## src/rtl/interrupt_arbiter.sv

```systemverilog
// Edge-capturing interrupt arbiter: latches rising edges into pending bits,
// dispatches the lowest-index enabled source once, and blocks until ISR return.
module interrupt_arbiter #(
    parameter int NUM_SRC    = 8,
    parameter int ID_W       = 3,
    parameter int VEC_BASE   = 500,
    parameter int VEC_STRIDE = 16
) (
    input  logic               clk,
    input  logic               reset,
    input  logic [NUM_SRC-1:0] irq_src,
    input  logic [NUM_SRC-1:0] irq_mask,
    input  logic               stall,
    input  logic               return_from_isr,
    output logic               irq_req,
    output logic [31:0]        irq_vector,
    output logic [ID_W-1:0]    irq_id,
    output logic               in_isr,
    output logic [NUM_SRC-1:0] pending
);

    typedef enum logic [1:0] {IDLE, DISPATCH, IN_ISR} state_t;

    state_t             r_state;
    state_t             w_next;
    logic [NUM_SRC-1:0] r_prev;
    logic [NUM_SRC-1:0] r_pending;
    logic [ID_W-1:0]    r_id;
    logic [31:0]        r_vector;

    logic [NUM_SRC-1:0] w_rise;
    logic [NUM_SRC-1:0] w_eligible;
    logic [NUM_SRC-1:0] w_clr;
    logic [ID_W-1:0]    w_pick;
    logic               w_found;
    logic               w_load;
    logic               w_done;

    assign w_rise     = irq_src & ~r_prev;
    assign w_eligible = r_pending & irq_mask;

    // Scan high to low so the lowest eligible index is the last one written.
    always_comb begin
        w_found = 1'b0;
        w_pick  = '0;
        for (int i = NUM_SRC - 1; i >= 0; i--) begin
            if (w_eligible[i]) begin
                w_found = 1'b1;
                w_pick  = ID_W'(i);
            end
        end
    end

    always_comb begin
        w_next = r_state;
        w_load = 1'b0;
        w_done = 1'b0;
        case (r_state)
            IDLE: begin
                if (w_found && !stall) begin
                    w_load = 1'b1;
                    w_next = DISPATCH;
                end
            end
            DISPATCH: begin
                if (!stall) begin
                    w_done = 1'b1;
                    w_next = IN_ISR;
                end
            end
            IN_ISR: begin
                if (return_from_isr) w_next = IDLE;
            end
            default: w_next = IDLE;
        endcase
    end

    always_comb begin
        w_clr = '0;
        if (w_done) w_clr[r_id] = 1'b1;
    end

    always_ff @(posedge clk or posedge reset) begin
        if (reset) begin
            r_state   <= IDLE;
            r_prev    <= '0;
            r_pending <= '0;
            r_id      <= '0;
            r_vector  <= '0;
        end else begin
            r_state   <= w_next;
            r_prev    <= irq_src;
            // A new edge on the bit being cleared keeps it pending.
            r_pending <= (r_pending & ~w_clr) | w_rise;
            if (w_load) begin
                r_id     <= w_pick;
                r_vector <= 32'(VEC_BASE) + 32'(w_pick) * 32'(VEC_STRIDE);
            end
        end
    end

    assign irq_req    = (r_state == DISPATCH);
    assign in_isr     = (r_state == IN_ISR);
    assign irq_id     = r_id;
    assign irq_vector = r_vector;
    assign pending    = r_pending;

endmodule

```

## config.mk

```make
export PLATFORM = sky130hd
export DESIGN_NAME = interrupt_arbiter
export DESIGN_NICKNAME = d
export VERILOG_FILES = /design/src/rtl/interrupt_arbiter.sv
export SDC_FILE = /design/constraint.sdc
export NUM_CORES = 1
export LEC_CHECK = 0
export BUFFER_PORTS_ARGS = -buffer_cell sky130_fd_sc_hd__buf_4
export CORE_ASPECT_RATIO = 1.5
export CORE_MARGIN = 2
export CORE_UTILIZATION = 45
export DETAILED_ROUTE_END_ITERATION = 10
export PLACE_DENSITY = 0.86
export SYNTH_ARGS = -nofsm -noshare
export SYNTH_HDL_FRONTEND = slang
export SYNTH_SLANG_ARGS = --single-unit
```

## constraint.sdc

```tcl
create_clock -name clk -period 3 [get_ports clk]
set_input_delay 0.3 -clock clk [delete_from_list [all_inputs] [get_ports clk]]
set_output_delay 0.3 -clock clk [all_outputs]
set_load 0.05 [all_outputs]
```

==> results.toml <==
[synth]
ys.warnings.count = 0
post_synth_most_frequent_cells = "sky130_fd_sc_hd__dfrtp_1, sky130_fd_sc_hd__buf_4, sky130_fd_sc_hd__o21ai_0"
netlist_instances = 130
ys_seq_area_share_pct = 50.5
synth_edf_count = 0
synthDistinctLibCells = 30
ys_seq_elements = 28
synthDominantCellAreaShare_pct = 50.5
synth_flop_cell = "sky130_fd_sc_hd__dfrtp_1"
ys_top_cells_by_area = "sky130_fd_sc_hd__dfrtp_1, sky130_fd_sc_hd__buf_4, sky130_fd_sc_hd__o21ai_0"
post-synth-top-area-cell = "sky130_fd_sc_hd__dfrtp_1"
average_instance_area_after_synthesis_um2 = 10.7
ys_async_sr_fraction_pct = 100
post_synth_instance_area_um2 = 1390
synth.most_common_cell = "sky130_fd_sc_hd__dfrtp_1"

[clock_network]
clkLatencyLatePin_ns = 0.27
hold_bufs_at_cts = 0
clk_pin_slew_worst_paths_ns = 0.09
clock_tree.htree_level_count = 1
num_clock_sinks = 28
clockBufferDepth = 2
tritoncts.num_buffers = 3
cts_resized = 0
cts_tree = "built"
root_buffer = "sky130_fd_sc_hd__clkbuf_8"
cts_setup_buffers = 0

[placed_design]
weighted_congestion_reported_at_the_end_of_routability_driven_placement = 0.862
dp_hpwl_um = 2240
io_buffers = 39
preCtsSetupSlack_ns = 1.16
dpl_cell_area_um2 = 1620

[critical_path]
cp-startpoint = "pending[0]"
required_ns = 3.16
worstSetupEndpoint = "irq_vector[8]"
timing.critical_path.arrival_ns = 2.02
worstReg2RegEnd = "irq_vector[8]"
start_kind = "flop"
depth_of_the_worst_register_to_register_path = 6
reg2reg_setup_slack_ns = 1.14
cp-end-kind = "flop"
cp_class = "reg -> reg"
reg2reg_from = "pending[0]"
timing.critical_path.fanout_max = 5

[floorplanning]
die_area_um2 = 3550
die_width_um = 49.3
fp.coreArea_um2 = 2910
floorplan.die.height_um = 72.0
rows = 24
num_io_pins = 65
floorplan.initialDensity_pct = 47.6

[detailed_routing]
initialDrtViolationCount = 20
drt-met1-wl_um = 998
routed-wl-met3_um = 221
drt_pre_antenna_iters = 4
routed.top_layer = "met4"
drc = 0
ant_nets = 0
wl_per_cell_um = 13.2
num_vias = 1045
detail_route.wirelength_um = 2760
avgViaCountPerCell = 5.00
met2_length_um = 1510

[min_path]
worst_hold_path_type = "in -> reg"

[pwr]
vdd_drop_max_mv = 0.547
p_per_area_nw_per_um2 = 977
cellLeakagePower_nw = 0.814

[timing]
worst-slew-pin-transition_ns = 1.01
final_min_period_over_clock_period_pct = 61.9
setup_tns_after_final_layout_ns = 0
report.final.setup_viol = 0
unrepaired_setup_endpoints_after_global_routing = "false"
worst_clock_skew_ns = 0.00303
hold_violations = 0
max_clock_freq_mhz = 539
slew_headroom_pct = 32.4
post_route_worst_setup_slack_ns = 1.14
max_slew_violation_count = 0
worst_hold_slack_ns = 0.135
post-route-min-period_ns = 1.86

[finish]
antenna_cells_inserted = 0
finish.net_count = 194
stdcell_area_um2 = 1660
layout_cells_sized_above_1_pct = 30.0
area_growth_syn_to_layout_pct = 19.8

[grt]
grt_start_max_net_pins = 29
vias_in_the_first_global_route = 1040
globalRoute.totalOverflow = 0
initial_antenna_violation_count = 0
first_pass_grt_wire_length_um = 4510
grtUsageTotal_pct = 16.2

[flow_run]
cap_violations = 0

[outcome]
run_status = "completed"
placed cells by master (no fill, tap or decap), types with 2 or more instances in the layout:
master / instances
sky130_fd_sc_hd__a21o_1: 2
sky130_fd_sc_hd__a21oi_2: 2
sky130_fd_sc_hd__a22oi_1: 4
sky130_fd_sc_hd__buf_4: 39
sky130_fd_sc_hd__clkbuf_8: 3
sky130_fd_sc_hd__conb_1: 25
sky130_fd_sc_hd__dfrtp_1: 28
sky130_fd_sc_hd__ha_1: 2
sky130_fd_sc_hd__inv_1: 14
sky130_fd_sc_hd__mux2_2: 2
sky130_fd_sc_hd__mux2i_1: 2
sky130_fd_sc_hd__nand2_1: 10
sky130_fd_sc_hd__nand3_1: 4
sky130_fd_sc_hd__nor2_1: 2
sky130_fd_sc_hd__o21ai_0: 15
sky130_fd_sc_hd__o31ai_1: 2
layer usage:
metal / vias to the layer above / GRT usage [%]
li1: 468 / -
met1: 504 / 16.5
met2: 68 / 33.2
met3: 5 / 1.85
met4: 0 / 5.40
met5: - / 0
worst max-delay path, cell delays in order, from the launching register on:
cell and delay [ns]:
sky130_fd_sc_hd__dfrtp_1 0.46, sky130_fd_sc_hd__a22oi_1 0.25, sky130_fd_sc_hd__nand2_1 0.08, sky130_fd_sc_hd__o211a_1 0.25
sky130_fd_sc_hd__ha_1 0.22, sky130_fd_sc_hd__ha_1 0.21, sky130_fd_sc_hd__mux2_2 0.27
flip-flops by register name, summed over array words and instances (netlist names):
register and cells:
irq_id 3, r_state 2, r_prev 8, pending 8, irq_vector 7
final cells by class:
| cell class | count | area (um^2) |
|---|---|---|
| inverters | 14 | 52.6 |
| multi-input cells | 86 | 524 |
| repair buffers | 39 | 293 |
| fillers | 251 | 1250 |
| flip-flops and latches | 28 | 701 |
| clock buffers | 3 | 41.3 |
| well taps | 39 | 48.8 |
per-stage QoR:
stage / utilization [%] / total power [mW] / std cells
floorplan: - / 1.21 / 154
global placement: 55.6 / 1.41 / 206
detailed placement: 55.6 / 1.44 / 206
CTS: 57.0 / 1.64 / 209
global route: 57.0 / 1.70 / 209
finish: 57.0 / 1.62 / 209
cells by family (layout without fill, tap and decap cells):
family / after synthesis / count (layout) / share of synthesized area [%]
buffers and inverters: 40 / 56 / 18.1
multiplexers: 4 / 4 / 3.07
AND/OR/NAND/NOR: 22 / 22 / 7.94
adder cells (fa/ha/maj): 2 / 2 / 1.80
AO/OA/AOI/OAI: 33 / 33 / 18.2
other: 1 / 25 / 0.270
flip-flops: 28 / 28 / 50.5
report_power, final:
| group | internal, mW | switching (mW) |
|---|---|---|
| logic | 0.262 | 0.590 |
| registers | 0.474 | 0.0976 |
| clock network | 0.0902 | 0.109 |
worst min-delay path by stage:
stage	from	to	slack, ns	depth (start not counted)
final	irq_src[7]	r_prev[7]	0.14	1
after detailed placement	r_prev[4]	pending[4]	0.41	1
after global placement	r_prev[4]	pending[4]	0.40	1
after CTS	irq_src[7]	r_prev[7]	0.13	1
after global routing	irq_src[6]	r_prev[6]	0.13	1
after floorplan	irq_src[0]	r_prev[0]	0.33	0
No activity file was read; power rests on OpenSTA's default activity.
